==> src/rtl/ws_result_collector_if.sv <==
// ws_result_collector_if
//   Bundles the stream-side signals of the systolic-array result collector.
//   Parameters COLS and ACC_WIDTH must match the collector instance.
//
//   Signals:
//     enable    array advance strobe (same as the PE enable)
//     in_valid  column 0 of c_in carries a valid result row this cycle
//     c_in      bottom-row PE outputs; column j at [j*ACC_WIDTH +: ACC_WIDTH]
//     space_ok  controller may inject a new row
//     out_valid out_data holds a complete aligned row
//     out_ready downstream accepts the row
//     out_data  aligned result row, same column packing as c_in
//     overflow  sticky: a completed row was dropped on a full FIFO
//
//   Modports:
//     master  the collector itself
//     slave   array controller and downstream consumer
interface ws_result_collector_if #(
  parameter int COLS      = 4,
  parameter int ACC_WIDTH = 32
);
  logic                      enable;
  logic                      in_valid;
  logic [COLS*ACC_WIDTH-1:0] c_in;
  logic                      space_ok;
  logic                      out_valid;
  logic                      out_ready;
  logic [COLS*ACC_WIDTH-1:0] out_data;
  logic                      overflow;

  modport master (
    input  enable, in_valid, c_in, out_ready,
    output space_ok, out_valid, out_data, overflow
  );

  modport slave (
    output enable, in_valid, c_in, out_ready,
    input  space_ok, out_valid, out_data, overflow
  );
endinterface

==> src/rtl/ws_result_collector.sv <==
// ws_result_collector
//   Output-side collector for the weight-stationary systolic array. Removes
//   the one-cycle-per-column skew of the bottom PE row, buffers completed rows
//   in a circular FIFO and presents them on a valid/ready stream. Provides the
//   space_ok credit the array controller must respect before injecting a row.
//
//   Ports:
//     clk  clock
//     rst  asynchronous, active-high reset
//     bus  ws_result_collector_if.master (enable, in_valid, c_in, space_ok,
//          out_valid, out_ready, out_data, overflow)
//
//   Parameters: COLS (>=1), ACC_WIDTH, FIFO_DEPTH (>=1; >=COLS for full rate)
//
//   Optional feature: define WS_COLLECT_RELU_EN to clamp negative column
//   values to zero as rows are written into the FIFO.
module ws_result_collector #(
  parameter int COLS       = 4,
  parameter int ACC_WIDTH  = 32,
  parameter int FIFO_DEPTH = 4
) (
  input logic                   clk,
  input logic                   rst,
  ws_result_collector_if.master bus
);
  localparam int ROW_W = COLS * ACC_WIDTH;
  localparam int PTR_W = (FIFO_DEPTH > 1) ? $clog2(FIFO_DEPTH) : 1;
  localparam int CNT_W = $clog2(FIFO_DEPTH + 1);

  logic [ACC_WIDTH-1:0] aligned [COLS];
  logic                 last_valid;
  logic [31:0]          inflight;

  // The last column arrives exactly when the row is complete, so it bypasses
  // any delay line.
  assign aligned[COLS-1] = bus.c_in[(COLS-1)*ACC_WIDTH +: ACC_WIDTH];

  // Column j waits COLS-1-j enabled edges so that all columns of a row meet
  // at the edge where column COLS-1 is presented.
  for (genvar j = 0; j < COLS - 1; j++) begin : g_deskew
    localparam int DEPTH = COLS - 1 - j;
    logic [ACC_WIDTH-1:0] line [DEPTH];

    // NOTE: sequential state uses non-blocking assignments so every stage
    // samples its predecessor's pre-edge value.
    always_ff @(posedge clk or posedge rst) begin
      if (rst) begin
        for (int k = 0; k < DEPTH; k++) line[k] <= '0;
      end else if (bus.enable) begin
        line[0] <= bus.c_in[j*ACC_WIDTH +: ACC_WIDTH];
        for (int k = 1; k < DEPTH; k++) line[k] <= line[k-1];
      end
    end

    assign aligned[j] = line[DEPTH-1];
  end

  // Valid pipeline travels with column 0; its population is the number of
  // rows already committed to the FIFO but not yet written.
  if (COLS > 1) begin : g_vpipe
    logic [COLS-2:0] vpipe;

    always_ff @(posedge clk or posedge rst) begin
      if (rst) begin
        vpipe <= '0;
      end else if (bus.enable) begin
        vpipe[0] <= bus.in_valid;
        for (int k = 1; k < COLS - 1; k++) vpipe[k] <= vpipe[k-1];
      end
    end

    assign last_valid = vpipe[COLS-2];
    assign inflight   = 32'($countones(vpipe));
  end else begin : g_no_vpipe
    assign last_valid = bus.in_valid;
    assign inflight   = '0;
  end

  // Row as written into the FIFO (optionally rectified).
  logic [ROW_W-1:0] write_row;

  // NOTE: every always_comb output gets a default first, so no path can
  // leave it unassigned and infer a latch.
  always_comb begin
    write_row = '0;
    for (int j = 0; j < COLS; j++) begin
`ifdef WS_COLLECT_RELU_EN
      write_row[j*ACC_WIDTH +: ACC_WIDTH] = aligned[j][ACC_WIDTH-1] ? '0 : aligned[j];
`else
      write_row[j*ACC_WIDTH +: ACC_WIDTH] = aligned[j];
`endif
    end
  end

  // Result-row FIFO: circular buffer with explicit occupancy count.
  logic [ROW_W-1:0] mem [FIFO_DEPTH];
  logic [PTR_W-1:0] wr_ptr;
  logic [PTR_W-1:0] rd_ptr;
  logic [CNT_W-1:0] count;
  logic             overflow_q;
  logic             not_empty;
  logic             full;
  logic             push_req;
  logic             do_push;
  logic             do_pop;
  logic             drop;

  function automatic logic [PTR_W-1:0] next_ptr(input logic [PTR_W-1:0] p);
    return (p == PTR_W'(FIFO_DEPTH - 1)) ? '0 : p + 1'b1;
  endfunction

  assign not_empty = (count != '0);
  assign full      = (count == CNT_W'(FIFO_DEPTH));
  assign push_req  = bus.enable && last_valid;
  assign do_pop    = not_empty && bus.out_ready;
  // A pop in the same edge frees the slot the push needs.
  assign do_push   = push_req && (!full || do_pop);
  assign drop      = push_req && full && !do_pop;

  // NOTE: the storage array is deliberately not reset; out_data is masked
  // while empty, so stale contents are never visible.
  always_ff @(posedge clk) begin
    if (do_push) mem[wr_ptr] <= write_row;
  end

  always_ff @(posedge clk or posedge rst) begin
    if (rst) begin
      wr_ptr     <= '0;
      rd_ptr     <= '0;
      count      <= '0;
      overflow_q <= 1'b0;
    end else begin
      if (do_push) wr_ptr <= next_ptr(wr_ptr);
      if (do_pop)  rd_ptr <= next_ptr(rd_ptr);
      if (do_push && !do_pop)      count <= count + 1'b1;
      else if (do_pop && !do_push) count <= count - 1'b1;
      if (drop) overflow_q <= 1'b1;
    end
  end

  assign bus.out_valid = not_empty;
  assign bus.out_data  = not_empty ? mem[rd_ptr] : '0;
  assign bus.overflow  = overflow_q;
  // Credit counts rows still in the deskew pipeline, using registered state
  // only, so it never reacts combinationally to in_valid or out_ready.
  assign bus.space_ok  = (32'(count) + inflight) < 32'(FIFO_DEPTH);

endmodule

==> src/flat_wrapper.sv <==
// flat-port wrapper written by rule: the top's interface ports become plain ports
module ws_result_collector_flat 
#(
  parameter int COLS       = 4,
  parameter int ACC_WIDTH  = 32,
  parameter int FIFO_DEPTH = 4
)
  (clk, rst, bus_enable, bus_in_valid, bus_c_in, bus_out_ready, bus_space_ok, bus_out_valid, bus_out_data, bus_overflow);
  ws_result_collector_if #(.COLS(COLS), .ACC_WIDTH(ACC_WIDTH)) bus_i ();
  input logic clk;
  input logic rst;
  input wire logic [$bits(bus_i.enable)-1:0] bus_enable;
  input wire logic [$bits(bus_i.in_valid)-1:0] bus_in_valid;
  input wire logic [$bits(bus_i.c_in)-1:0] bus_c_in;
  input wire logic [$bits(bus_i.out_ready)-1:0] bus_out_ready;
  output wire logic [$bits(bus_i.space_ok)-1:0] bus_space_ok;
  output wire logic [$bits(bus_i.out_valid)-1:0] bus_out_valid;
  output wire logic [$bits(bus_i.out_data)-1:0] bus_out_data;
  output wire logic [$bits(bus_i.overflow)-1:0] bus_overflow;
  assign bus_i.enable = bus_enable;
  assign bus_i.in_valid = bus_in_valid;
  assign bus_i.c_in = bus_c_in;
  assign bus_i.out_ready = bus_out_ready;
  assign bus_space_ok = bus_i.space_ok;
  assign bus_out_valid = bus_i.out_valid;
  assign bus_out_data = bus_i.out_data;
  assign bus_overflow = bus_i.overflow;
  ws_result_collector #(.COLS(COLS), .ACC_WIDTH(ACC_WIDTH), .FIFO_DEPTH(FIFO_DEPTH)) u_core (.clk(clk), .rst(rst), .bus(bus_i));
endmodule
==> config.mk <==
export PLATFORM = sky130hd
export DESIGN_NAME = ws_result_collector_flat
export DESIGN_NICKNAME = d
export VERILOG_FILES = /design/src/rtl/ws_result_collector_if.sv /design/src/rtl/ws_result_collector.sv /design/src/flat_wrapper.sv
export SDC_FILE = /design/constraint.sdc
export NUM_CORES = 1
export LEC_CHECK = 0
export BUFFER_PORTS_ARGS = -buffer_cell sky130_fd_sc_hd__buf_2
export CAP_MARGIN = 10
export CORE_MARGIN = 5
export CORE_UTILIZATION = 25
export DETAILED_ROUTE_END_ITERATION = 6
export GPL_ROUTABILITY_DRIVEN = 0
export PLACE_DENSITY = 0.49
export SETUP_SLACK_MARGIN = 0.15
export SLEW_MARGIN = 30
export SYNTH_ARGS = -nofsm -noshare
export SYNTH_HDL_FRONTEND = slang
export SYNTH_SLANG_ARGS = --single-unit
==> constraint.sdc <==
create_clock -name clk -period 6.85 [get_ports clk]
set_clock_uncertainty 0.2 [all_clocks]
set_input_delay 1.7125 -clock clk [delete_from_list [all_inputs] [get_ports clk]]
set_output_delay 1.7125 -clock clk [all_outputs]
set_load 0.05 [all_outputs]
### Yosys cells after proc, flatten, opt, wreduce, memory -nomap -nowiden

Memory sizes are Yosys's and may differ from the RTL's.
Index checks and enable logic that the tools add are counted.

| storage, ports and cells | value |
|---|---|
| memories kept | 1 |
| bits in registers | 203 |
| bits of input ports | 133 |
| bits in writable memories | 512 |

| cells by class | value |
|---|---|
| reductions and logical operators | 13 |
| add/subtract/negate cells | 7 |
| eq/ne operators | 3 |
| mux-type cells | 7 |
| order comparisons | 1 |

Memories:

| name | words | bits a word | rd ports | clocked after Yosys merged registers in | write ports | RTL line | source |
|---|---|---|---|---|---|---|---|
| u_core.mem | 4 | 128 | 1 | 0 | 1 | ws_result_collector.sv:96 | `logic [ROW_W-1:0] mem [FIFO_DEPTH];` |

Operator list:

| operator | count |
|---|---|
| two-way mux 128 bit | 1 |
| adder 3 x 32 -> 32 bit | 1 |
| adder 32 x 1 -> 32 bit | 1 |
| < comparator 32 x 3 -> 1 bit, second input constant | 1 |
| logical AND 1 bit | 7 |
| two-way mux 3 bit | 2 |
| adder 2 x 1 -> 2 bit, second input constant | 2 |
| == test 2 bit, second input constant | 2 |
| two-way mux 2 bit | 2 |
| adder 3 x 1 -> 3 bit, second input constant | 1 |
| == test 3 bit, second input constant | 1 |
| logical NOT 1 bit | 3 |
| nonzero test 3 bit | 1 |
| subtractor 3 x 1 -> 3 bit, second input constant | 1 |
| adder 1 x 1 -> 2 bit | 1 |
| two-way mux 1 bit | 2 |
| nonzero test 2 bit | 1 |
| logical OR 1 bit | 1 |

### Longest topological paths before layout

| logic depth | value |
|---|---|
| depth in word-level cells | 8 |
| depth in mapped cells | 9 |
| mapped depth without buffers | 8 |

### Worst setup path before layout

OpenSTA, ideal clock, no wires.

| path | value |
|---|---|
| kind | input to register |
| start point | input port bus_enable |
| end point | memory u_core.mem[0][0] in the netlist's numbering, enable pin |
| arrival time | 5,216 ps |
| stages | 4 |
| path slack | 932 ps |
| path buffers | 1 |
| library setup time | 502 ps |
| cell sequence | clkbuf_1 > nand2_1 > nor2_1 > and2_1 |

| on the way | value |
|---|---|
| word-level cells in the longest chain between the ends | 4 |

Ends and longest elaborated chain:

| item | RTL line | source |
|---|---|---|
| start, declared | flat_wrapper.sv:12 | `input wire logic [$bits(bus_i.enable)-1:0] bus_enable;` |
| logical AND 1 bit | ws_result_collector.sv:114 | `assign push_req = bus.enable && last_valid;` |
| logical AND 1 bit | ws_result_collector.sv:117 | `assign do_push = push_req && (!full \|\| do_pop);` |
| named net u_core.do_push | ws_result_collector.sv:104 | `logic do_push;` |
| two-way mux 1 bit | ws_result_collector.sv:123 | `if (do_push) mem[wr_ptr] <= write_row;` |
| two-way mux 1 bit (not written as such) | ws_result_collector.sv:123 |  |
| end, declared | ws_result_collector.sv:96 |  |

The timed path passes the listed nets, and every way through them passes these cells.

### Final worst setup path

| path | value |
|---|---|
| start point | register u_core.rd_ptr[0] |
| end point | output port bus_out_data[29] |

| on the way | value |
|---|---|
| word-level cells in the longest chain between the ends | 2 |

Ends and longest elaborated chain:

| item | RTL line | source |
|---|---|---|
| start, declared | ws_result_collector.sv:98 | `logic [PTR_W-1:0] rd_ptr;` |
| start signal, assigned | ws_result_collector.sv:134 | `if (do_pop) rd_ptr <= next_ptr(rd_ptr);` |
| memory read (4 x 128 bit) | - |  |
| two-way mux 128 bit | ws_result_collector.sv:142 | `assign bus.out_data = not_empty ? mem[rd_ptr] : '0;` |
| end, declared | flat_wrapper.sv:18 | `output wire logic [$bits(bus_i.out_data)-1:0] bus_out_data;` |

No other way between the ends.

==> results.md <==
- Clk buf depth: 3
- Full die area: 115,000 um2
- PortBufs: 263
- Clock sinks: 715
- Max transition margin: 36.9%
- Area grow syn2layout: 21.7%
- Internal power: 9570 uW
- Post-CTS setup buffers: 0
- Vias/cell: 4.22
- Power share of the clock group: 29.0%
- Crit Reg-Reg Startpoint: u_core.count[2]
- Worst setup SP type: flop
- PD cells: 461 nW/um2
- Critical Path AT: 3.17 ns
- Number of DRC markers in iteration 0: 557
- Worst-Margin Slew: 0.947 ns
- Initial antenna violation count: 7
- DIE HEIGHT: 339 um
- Reg clk slew, reported paths: 0.06 ns
- Crit path top cell by count: buf_12
- Critical path type: flop to output port
- IO Pins: 264
- Status: completed
- Hold Violations, Final: 0
- Synthesis warning total: 0
- Period utilization: 74.2%
- Final Critical Period: 5.08 ns
- CP Capture Type: output port
- Mapped Cells: 1,268
- Finished Cell Area: 32,900 um2
- Vias in the first global route: 14,184
- Layout cells sized above 1: 45.7%
- Via count: 12,877
- NetSw: 5610 uW
- Largest stage delay, worst path: 0.78 ns
- Cts repair resizes: 0
- Sequential share of the synthesized area: 75.7%
- Die W: 339 um
- Share of power burned in combinational logic: 34.1%
- # setup viols final: 0
- Number of synthesized register bits: 715
- Routed WL per cell: 20.0 um
- Worst path required time: 4.94 ns
- Worst-case vdd ir drop: 0.000275 V
- Yosys cell types: 21
- Std cell rows: 120
- Final wirelength: 61,100 um
- Reg power frac: 36.9%
- Post-route insts no fill: 3,049
- Cell Area, Synth: 27,000 um2
- MaxCap Viol Count: 0
- CP cell instances: buf_12 -> buf_12 -> mux4_2 -> and2_1 -> buf_2
- Dpl cells: 2,890
- Setup TNS: 0 ns
- Max-slew violation count: 0
- Unrepaired setup endpoints after global routing: false
- Final WS setup: 1.77 ns
- R2R setup slack: 3.86 ns
- Average size of a mapped cell: 21.3 um2
- Nets: 1,717
- CTS tree: yes
- Pre-CTS WS: 1.96 ns
- CTS Hold Bufs: 0
- DRC: 0
- Switching fraction of total power: 37.0%
- Total gr overflow: 0
- Worst path slowest cell: dfrtp_4
- H-Tree Depth: 3
- Largest net degree at the start of global routing: 134
- CP Max Fanout: 43
- Lkg Pwr: 0.0117 uW
- Hold crit path type: flop to flop
- Final ANT Viol Nets: 0
- Total global-route track usage: 10.6%
- Critical Path Sink: bus_out_data[29]
- Reg2reg end: u_core.mem[2][96]
- Placed inst area: 30,100 um2
- Post-Syn Nets: 1,411
- Clock Latency Late Sink: 0.64 ns
- Fill count: 10,506
- TritonCTS buffer count: 83
- Post-DP HPWL: 34,700 um
- CP startpoint: u_core.rd_ptr[0]
- Core area: 107,000 um2
- Root Driver: clkbuf_16
- Worst hold slack: 0.300 ns
- First-pass GRT wire length: 92,100 um
- Worst R2R Path Depth: 4
- Highest Clock Rate: 197 MHz
- Router iterations before antenna repair: 5
- Starting Density: 25.2%
## sequential cells by signal, indices dropped and copies added (netlist names)
| name | flops |
|---|---|
| u_core.aligned | 64 |
| u_core.rd_ptr | 2 |
| u_core.wr_ptr | 2 |
| u_core.count | 3 |
| u_core.g_deskew.line | 128 |
| u_core.mem | 512 |
| u_core.g_vpipe.vpipe | 3 |
| u_core.bus.overflow | 1 |
## worst min-delay path by stage
stage                                           start                           to  slack, ns  cells after the start
final                     u_core.g_deskew[1].line[60]           u_core.aligned[92]       0.30                      1
after global routing      u_core.g_deskew[1].line[59]  u_core.g_deskew[1].line[59]       0.31                      1
after CTS                 u_core.g_deskew[1].line[48]           u_core.aligned[80]       0.30                      1
after detailed placement          u_core.bus.overflow          u_core.bus.overflow       0.29                      1
after global placement             u_core.aligned[65]            u_core.mem[0][33]       0.28                      0
after floorplan                       u_core.count[2]              u_core.count[2]       0.27                      1
## cell usage in the layout, fill, tap and decap left out, types with 2 or more instances in the layout
cell type	instances
and2_1	128
and2_4	4
buf_12	12
buf_16	2
buf_2	262
buf_4	9
bufinv_16	8
clkbuf_1	18
clkbuf_16	83
clkbuf_8	6
clkinv_1	10
clkinv_2	17
clkinv_8	5
clkinvlp_4	8
dfrtp_1	201
dfrtp_4	2
edfxtp_1	512
ha_1	9
inv_1	3
mux2_2	200
mux4_2	128
nand2_1	2
nor2_1	4
xor2_1	2
## power groups by stage
stage               Sequential [uW]  Clock [uW]  Combinational [uW]
floorplan                      5580           0                3990
global placement               5760           0                5170
detailed placement             5700           0                5320
CTS                            5610        4580                5340
global route                   5660        4740                5490
finish                         5600        4400                5180
## through the flow
step,total power (uW),utilization [%]
4_1_cts,15500,30.6
5_1_grt,15900,30.7
3_5_place_dp,11000,28.0
2_1_floorplan,9560,-
6_report,15200,30.7
3_3_place_gp,10900,28.0
## synth_stat cells
cell | n | area share (%)
buf_6 | 11 | 0.46
fa_1 | 1 | 0.074
a21o_1 | 1 | 0.028
buf_2 | 35 | 0.65
dfrtp_1 | 203 | 19
nor4b_1 | 1 | 0.032
a31o_2 | 1 | 0.032
ha_1 | 9 | 0.42
and2_1 | 132 | 3.1
nand2_1 | 2 | 0.028
xnor2_1 | 1 | 0.032
clkbuf_1 | 18 | 0.25
nor2_1 | 4 | 0.056
mux4_2 | 128 | 11
edfxtp_1 | 512 | 57
or3_1 | 1 | 0.023
xor2_1 | 2 | 0.065
inv_1 | 4 | 0.056
a211oi_1 | 1 | 0.028
mux2_2 | 200 | 8.3
buf_4 | 1 | 0.028
## area by class of cell
cell class | count | area (um2) | share of cell area, %
antenna | 1 | 2.50 | 0.00761
tap | 1403 | 1760 | 5.34
sequential | 715 | 20500 | 62.2
multi-input combinational | 484 | 6200 | 18.8
clock buffer | 107 | 2230 | 6.77
timing repair buffer | 286 | 1690 | 5.14
inverter | 4 | 18.8 | 0.0571
clock inverter | 49 | 536 | 1.63
## kinds of logic after synthesis
| family | count (synthesis) | share of synthesized area [%] |
|---|---|---|
| flip-flops | 715 | 75.7 |
| multiplexers | 328 | 19.0 |
| AND/OR/NAND/NOR | 140 | 3.19 |
| buffers and inverters | 69 | 1.44 |
| adder cells (fa/ha/maj) | 10 | 0.491 |
| AO/OA/AOI/OAI | 3 | 0.0880 |
| XOR/XNOR | 3 | 0.0972 |
## per-layer routing
layer,vias to the layer above,GRT usage (%),wire [um]
met5,-,0,26
met3,92,2.58,2920
met2,309,16.4,28400
li1,5620,-,-
met4,4,2.97,1420
met1,6852,14.8,28300
## critical path: cells and delay by family, from the launching register on
family                 cells  cell delay (ns)
buffers and inverters      3             0.87
DFF                        1             0.78
muxes                      1             0.59
and+or+nand+nor            1             0.19
No activity file was read; power rests on OpenSTA's default activity.
